**src/rtl/ping_pong_lane_buffer.sv**
```systemverilog
// Double-buffered lane sample buffer: producer fills the back bank, consumer drains the front bank.
// Optional replay of the front bank on underrun is enabled by defining PPLB_REPEAT_EN.
module ping_pong_lane_buffer #(
  parameter int DATA_W = 8,
  parameter int DEPTH  = 32,
  parameter int ADDR_W = $clog2(DEPTH),
  parameter int FCNT_W = 8
) (
  input  logic              clk,
  input  logic              resetn,
  input  logic              flush,
  input  logic              wr_valid,
  input  logic [DATA_W-1:0] wr_data,
  output logic              wr_ready,
  input  logic              rd_tick,
  output logic [DATA_W-1:0] y,
  output logic              y_valid,
  output logic              underrun,
  output logic              bank_sel,
  output logic [FCNT_W-1:0] frame_cnt
);

  // Both banks share one array; the top address bit selects the bank.
  logic [DATA_W-1:0] mem [2*DEPTH];

  logic [DATA_W-1:0] y_q, y_d;
  logic              y_valid_q, y_valid_d;
  logic              underrun_q, underrun_d;
  logic              bank_sel_q, bank_sel_d;
  logic [FCNT_W-1:0] frame_cnt_q, frame_cnt_d;
  logic [ADDR_W-1:0] wr_ptr_q, wr_ptr_d;
  logic [ADDR_W-1:0] rd_ptr_q, rd_ptr_d;
  logic              back_full_q, back_full_d;
  logic              front_empty_q, front_empty_d;
`ifdef PPLB_REPEAT_EN
  logic              loaded_q, loaded_d;
`endif

  logic              wr_fire;
  logic              rd_fire;
  logic              replay;
  logic              swap;
  logic [ADDR_W:0]   wr_addr;

  assign wr_ready = !back_full_q && !flush;
  assign wr_fire  = wr_valid && wr_ready;
  assign wr_addr  = {~bank_sel_q, wr_ptr_q};
  assign swap     = back_full_q && front_empty_q;
  assign rd_fire  = rd_tick && !front_empty_q;
`ifdef PPLB_REPEAT_EN
  assign replay   = rd_tick && front_empty_q && loaded_q && !back_full_q;
`else
  assign replay   = 1'b0;
`endif

  always_ff @(posedge clk) begin
    if (wr_fire) begin
      mem[wr_addr] <= wr_data;
    end
  end

  always_comb begin
    y_d           = y_q;
    y_valid_d     = 1'b0;
    underrun_d    = 1'b0;
    bank_sel_d    = bank_sel_q;
    frame_cnt_d   = frame_cnt_q;
    wr_ptr_d      = wr_ptr_q;
    rd_ptr_d      = rd_ptr_q;
    back_full_d   = back_full_q;
    front_empty_d = front_empty_q;
`ifdef PPLB_REPEAT_EN
    loaded_d      = loaded_q;
`endif
    if (flush) begin
      y_d           = '0;
      bank_sel_d    = 1'b0;
      frame_cnt_d   = '0;
      wr_ptr_d      = '0;
      rd_ptr_d      = '0;
      back_full_d   = 1'b0;
      front_empty_d = 1'b1;
`ifdef PPLB_REPEAT_EN
      loaded_d      = 1'b0;
`endif
    end else begin
      if (wr_fire) begin
        wr_ptr_d = wr_ptr_q + 1'b1;
        if (wr_ptr_q == ADDR_W'(DEPTH - 1)) begin
          back_full_d = 1'b1;
        end
      end
      // A swap needs front_empty, so it never coincides with a served read.
      if (swap) begin
        bank_sel_d    = ~bank_sel_q;
        back_full_d   = 1'b0;
        front_empty_d = 1'b0;
        rd_ptr_d      = '0;
        frame_cnt_d   = frame_cnt_q + 1'b1;
`ifdef PPLB_REPEAT_EN
        loaded_d      = 1'b1;
`endif
      end
      if (rd_fire) begin
        y_d       = mem[{bank_sel_q, rd_ptr_q}];
        y_valid_d = 1'b1;
        rd_ptr_d  = rd_ptr_q + 1'b1;
        if (rd_ptr_q == ADDR_W'(DEPTH - 1)) begin
          front_empty_d = 1'b1;
        end
      end else if (replay) begin
        y_d           = mem[{bank_sel_q, {ADDR_W{1'b0}}}];
        y_valid_d     = 1'b1;
        rd_ptr_d      = ADDR_W'(1);
        front_empty_d = 1'b0;
      end else if (rd_tick) begin
        underrun_d = 1'b1;
      end
    end
  end

  always_ff @(posedge clk or negedge resetn) begin
    if (!resetn) begin
      y_q           <= '0;
      y_valid_q     <= 1'b0;
      underrun_q    <= 1'b0;
      bank_sel_q    <= 1'b0;
      frame_cnt_q   <= '0;
      wr_ptr_q      <= '0;
      rd_ptr_q      <= '0;
      back_full_q   <= 1'b0;
      front_empty_q <= 1'b1;
`ifdef PPLB_REPEAT_EN
      loaded_q      <= 1'b0;
`endif
    end else begin
      y_q           <= y_d;
      y_valid_q     <= y_valid_d;
      underrun_q    <= underrun_d;
      bank_sel_q    <= bank_sel_d;
      frame_cnt_q   <= frame_cnt_d;
      wr_ptr_q      <= wr_ptr_d;
      rd_ptr_q      <= rd_ptr_d;
      back_full_q   <= back_full_d;
      front_empty_q <= front_empty_d;
`ifdef PPLB_REPEAT_EN
      loaded_q      <= loaded_d;
`endif
    end
  end

  assign y         = y_q;
  assign y_valid   = y_valid_q;
  assign underrun  = underrun_q;
  assign bank_sel  = bank_sel_q;
  assign frame_cnt = frame_cnt_q;

endmodule

```
**config.mk**
```make
export PLATFORM = sky130hd
export DESIGN_NAME = ping_pong_lane_buffer
export DESIGN_NICKNAME = d
export VERILOG_FILES = /design/src/rtl/ping_pong_lane_buffer.sv
export SDC_FILE = /design/constraint.sdc
export NUM_CORES = 1
export LEC_CHECK = 0
export ABC_AREA = 1
export BUFFER_PORTS_ARGS = -buffer_cell sky130_fd_sc_hd__buf_4
export CAP_MARGIN = 20
export CORE_MARGIN = 2
export CORE_UTILIZATION = 45
export DETAILED_ROUTE_END_ITERATION = 10
export HOLD_SLACK_MARGIN = 0.05
export PLACE_DENSITY = 0.64
export SLEW_MARGIN = 20
export SYNTH_ARGS = -nofsm -noshare
export SYNTH_HDL_FRONTEND = slang
export SYNTH_SLANG_ARGS = --single-unit
```
**constraint.sdc**
```tcl
create_clock -name clk -period 2.59 [get_ports clk]
set_input_delay 0.777 -clock clk [delete_from_list [all_inputs] [get_ports clk]]
set_output_delay 0.777 -clock clk [all_outputs]
set_load 0.1 [all_outputs]
```
* Yosys cells after proc, flatten, opt, wreduce, memory -nomap -nowiden
Memories as Yosys holds them, arrays and structs flattened. Cells that the tools add are included.
Storage, ports and cells: word-level logic and storage cells 56, output and inout port bits 20, register bits 31, RAM bits 512, memories 1, input port bits 13
Operators by class: $add $sub $neg 3, reduce and logical (&&, ||, !) cells 14, equal/unequal tests 2, bitwise logic cells 1, mux-type cells 26
Memory list:
- mem | depth 64, width 8, read ports 1, clocked after memory_dff 0, wr ports 1, line 24 | logic [DATA_W-1:0] mem [2*DEPTH];
Operators with widths (number):
- 8-bit 2-to-1 mux | 4
- 5-bit 2-to-1 mux | 5
- 1-bit 2-to-1 mux | 17
- 5-bit by 1-bit adder with 5-bit output, second input constant | 2
- 5-bit equality test, second input constant | 2
- 3-bit nonzero test | 3
- 8-bit by 1-bit adder with 8-bit output, second input constant | 1
- 2-bit nonzero test | 3
- 1-bit logical AND | 4
- 1-bit zero test | 3
- 2-bit AND reduction | 1
- 1-bit NOT | 1

* Depth between registers and ports, before layout
depth after elaboration 6, gate-level depth with buffers 16, gate-level depth less buffers 13

* Worst setup path after synthesis
OpenSTA, ideal clock, no wires.
kind input port to flip-flop, start point in flush, end point mem mem[43][0], enable pin, required time 2.195 ns, setup time 0.395 ns, buffers on the path 0, arrival 3.571 ns, path slack -1.376 ns, cell stages on the path 5, cells stage by stage nor2_1 -> nand2_1 -> inv_2 -> nand3_1 -> nor4_1
On the way: word-level cells in the longest chain between the ends 5
RTL lines:
- start, declared | line 11 | input logic flush,
- 1-bit zero test | line 45 | assign wr_ready = !back_full_q && !flush;
- 1-bit logical AND | line 45
- 1-bit logical AND | line 46 | assign wr_fire = wr_valid && wr_ready;
- 1-bit 2-to-1 mux | line 57 | if (wr_fire) begin
- 1-bit 2-to-1 mux (implied by the code) | line 58 | mem[wr_addr] <= wr_data;
- end, declared | line 24
Every way passes these cells.

* Worst setup path after layout
start point reg bank_sel_q (netlist: bank_sel), end point out bank_sel
RTL lines:
- start, declared | line 29 | logic bank_sel_q, bank_sel_d;
- start signal, assigned | line 140 | bank_sel_q <= bank_sel_d;
- end, declared | line 19 | output logic bank_sel,
No word-level cell between the ends.

==> metrics.md <==
| Metric | Value |
|---|---|
| Post-route antenna net violation count | 0 |
| Crit path cell chain | buf_4, buf_4 |
| Top cell type's share of synthesized area | between 60% and 70% |
| Synth area leaders | edfxtp_1, nand2_1, nand3_1, dfrtp_1, buf_2 |
| Global-route wire length before repair | 88,500 microns |
| Cell area after synthesis | around 23,000 sq um |
| Power per Cell Area | 689 nW/um^2 |
| Synth Area in XOR/XNOR | less than 1% |
| Syn_area_per_cell | around 11 sq um |
| Initial DRC count | roughly 1,600 |
| HPWL after detailed placement | approximately 36,000 microns |
| Async S/R FF share, synth | 5.71% |
| Routed WL | around 57,000 microns |
| Ys Warns | 0 |
| Maximum clock path buffer count | 3 |
| Register bit total from synthesis | around 540 |
| Fillers | around 4,300 |
| Crit path capture type | output port |
| I/O Pins | 33 |
| Worst Setup Start Kind | flip-flop |
| Net Sw Power | between 3 and 4 mW |
| Post-synth EDFFs | between 500 and 600 |
| Synth Area in Adders | less than 1% |
| Initial Util | between 40% and 50% |
| DRC violations left | 0 |
| Least-Margin Pin Slew | roughly 770 ps |
| Top FF cell, synth | edfxtp_1 |
| VDD IR max | about 0.57 mV |
| Post-CTS Setup Repair Bufs | 0 |
| Worst min-delay path class | input pin to async pin |
| Lkg Pwr | slightly above 10 nW |
| Status | completed |
| Worst Path Max Fanout | 14 |
| Compound-Gate Fraction of Synth Area | less than 1% |
| Max Freq | ~420 MHz |
| Routed wire per std cell | between 15 and 20 microns |
| Post-synthesis simple-gate area fraction | between 20% and 30% |
| M1 WL | approximately 24,000 microns |
| Via density per instance | approximately 5.2 |
| Resized cells post-CTS | 0 |
| Cell count after placement | between 2,000 and 3,000 |
| CTS tree | done |
| Number of I/O port buffers | 32 |
| Largest net degree at the start of global routing | 145 |
| Overflow left after global routing | 0 |
| Die Ht | 229 microns |
| Clock group share of total power | approximately 45% |
| Max incr delay on CP | around 430 ps |
| Final-report hold violation count | 0 |
| Sequential share of the synthesized area | between 70% and 80% |
| Non-Filler Instances | between 2,000 and 3,000 |
| CP max stage cell | dfrtp_1 |
| Max-slew violations | 0 |
| Top post-synthesis cells by count | nand2_1, edfxtp_1, nand3_1, inv_1, nor2_1 |
| Unrepaired setup endpoints after global routing | false |
| CTS buffer count | 55 |
| WHS | around 120 ps |
| CP required | roughly 1800 ps |
| Multiplexer share of the synthesized area | 0% |
| Switching Fraction | slightly below 20% |
| # rows | just over 80 |
| Post-route clock period utilization | 92.6% |
| Critical path type | flip-flop to output port |
| Die Footprint | 52,600 sq um |
| Int Power | 14.5 mW |
| Ant. Diodes | 0 |
| Largest family of logic cells by synthesized area | simple AND/OR/NAND/NOR gates |
| Logic pwr share | under 10% |
| Die width | between 200 and 250 microns |
| # setup viols final | 0 |
| Antenna violations before repair | 0 |
| Router iterations before antenna repair | 6 |
| Yosys top cell by area | edfxtp_1 |
| Share of post-route cells with drive strength above 1 | between 10% and 20% |
| Sequential share of power | between 50% and 60% |
| Met2 routed WL | approximately 27,000 microns |
| Fin Clk Skew | between 15 and 20 ps |
| Synth-to-Final Area Change | 15.1% |
| Final min period | between 2000 and 2500 ps |
| Most frequent CP cell | buf_4 |
| # H-tree levels | 2 |
| Post-CTS Hold Fix Bufs | 0 |
| Top layer in use | met4 |
| Reg clk slew, reported paths | around 60 ps |
| Core Footprint | about 50,000 sq um |
| Crit path arrival time | between 1500 and 2000 ps |
| Gate Count Post-Synth | ~2,200 |
| Cell with the most instances after synthesis | nand2_1 |
| GRT Total Usage | approximately 22% |
| Worst-Skew Late Latency | about 610 ps |
| Metal3 WL | 4060 microns |
| Routed vias | 15,400 |
| Slew margin rel. | between 40 and 50% |
| Clk sink count | 543 |
| Mapped Nets | 2,169 |
| Root Driver | clkbuf_16 |
| Number of global-route vias before repair | ~15,000 |
| Cell variety after synth | 27 |
| Max-cap violations | 0 |
| RePlAce Congestion | between 0.8 and 0.9 |
| Fin nets | approximately 2,300 |
-- layout make-up --
class	count	area [sq um]	share of cell area, %
clock buffer	68	1470	5.59
tap	672	841	3.20
multi-input combinational	1412	5870	22.3
clock inverter	35	370	1.41
sequential	543	16200	61.5
timing repair buffer	136	1230	4.69
inverter	87	337	1.28
-- placed cells by master, fill, tap and decap left out --
cell        count
clkinvlp_4      4
buf_4         119
o211ai_1        1
nor4_4          2
a21oi_1         5
o21bai_1        1
o22ai_1         1
xor2_1          1
nor2_1         71
nand3_1       239
nand3_4         1
dfstp_2         1
inv_2           5
dfrtp_2         1
o2bb2ai_1       1
nand2_2         1
nor2_4          2
nor3_4          9
nand2_1      1054
ha_1            5
clkinv_2        7
nor3_1          3
dfrtp_1        28
bufinv_16       8
clkinv_1       23
inv_8           1
buf_12         17
o21ai_0        14
inv_1          72
a31oi_1         1
dfrtp_4         1
edfxtp_1      512
clkinv_4        1
clkbuf_1       11
clkbuf_16      57
inv_4           1
-- power by group through the flow --
| stage | sequential, mW | clock, mW | combinational, mW |
|---|---|---|---|
| final | 9.63 | 8.10 | 0.364 |
| after floorplan | 9.82 | 0 | 0.0801 |
| after global placement | 9.81 | 0 | 0.362 |
| after detailed placement | 9.81 | 0 | 0.366 |
| after CTS | 9.63 | 8.21 | 0.367 |
| after global routing | 9.63 | 8.54 | 0.390 |
-- metrics by stage --
step                setup TNS, ps  utilization, %  power, mW  worst slack [ps]  area [sq um]
floorplan                    -441               -       9.90             -1.99         23000
global placement                0            48.7       10.2               248         24400
detailed placement              0            48.7       10.2               226         24400
CTS                             0            52.4       18.2               163         26300
global route                    0            52.4       18.6               154         26300
finish                          0            52.4       18.1               191         26300
-- logic make-up (layout without fill, tap and decap cells) --
kind of cell | after synthesis | after routing
AND/OR/NAND/NOR | 1382 | 1382
flip-flops | 543 | 543
buffers and inverters | 196 | 326
AO/OA/AOI/OAI | 24 | 24
adder cells (fa/ha/maj) | 5 | 5
XOR/XNOR | 1 | 1
-- worst paths after layout --
check                             start  slack (ps)  depth (start not counted)            to
min                              resetn         120                          1  frame_cnt[3]
max                            bank_sel         190                          2      bank_sel
min in group clk                  flush         410                          2      underrun
min reg2reg                frame_cnt[7]         480                          1  frame_cnt[7]
max reg2reg                 rd_ptr_q[1]         370                         10          y[7]
max in group asynchronous        resetn        2120                          1   rd_ptr_q[0]
-- critical path: cells and delay by family, from the launching register on --
family	cells	cell delay (ps)
buffers and inverters	2	600
flip-flops	1	430
-- flip-flops by register name, summed over array words and instances, names as in the netlist --
signal,flops
frame_cnt,8
front_empty_q,1
rd_ptr_q,5
y_valid,1
back_full_q,1
y,8
mem,512
bank_sel,1
wr_ptr_q,5
underrun,1
-- layer usage --
metal  GRT usage, %  vias to the layer above
met5              0                        -
met4           7.33                        0
met3           3.17                      109
met2           36.3                      600
met1           30.3                     7413
li1               -                     7299
(Power assumes the default switching activity.)
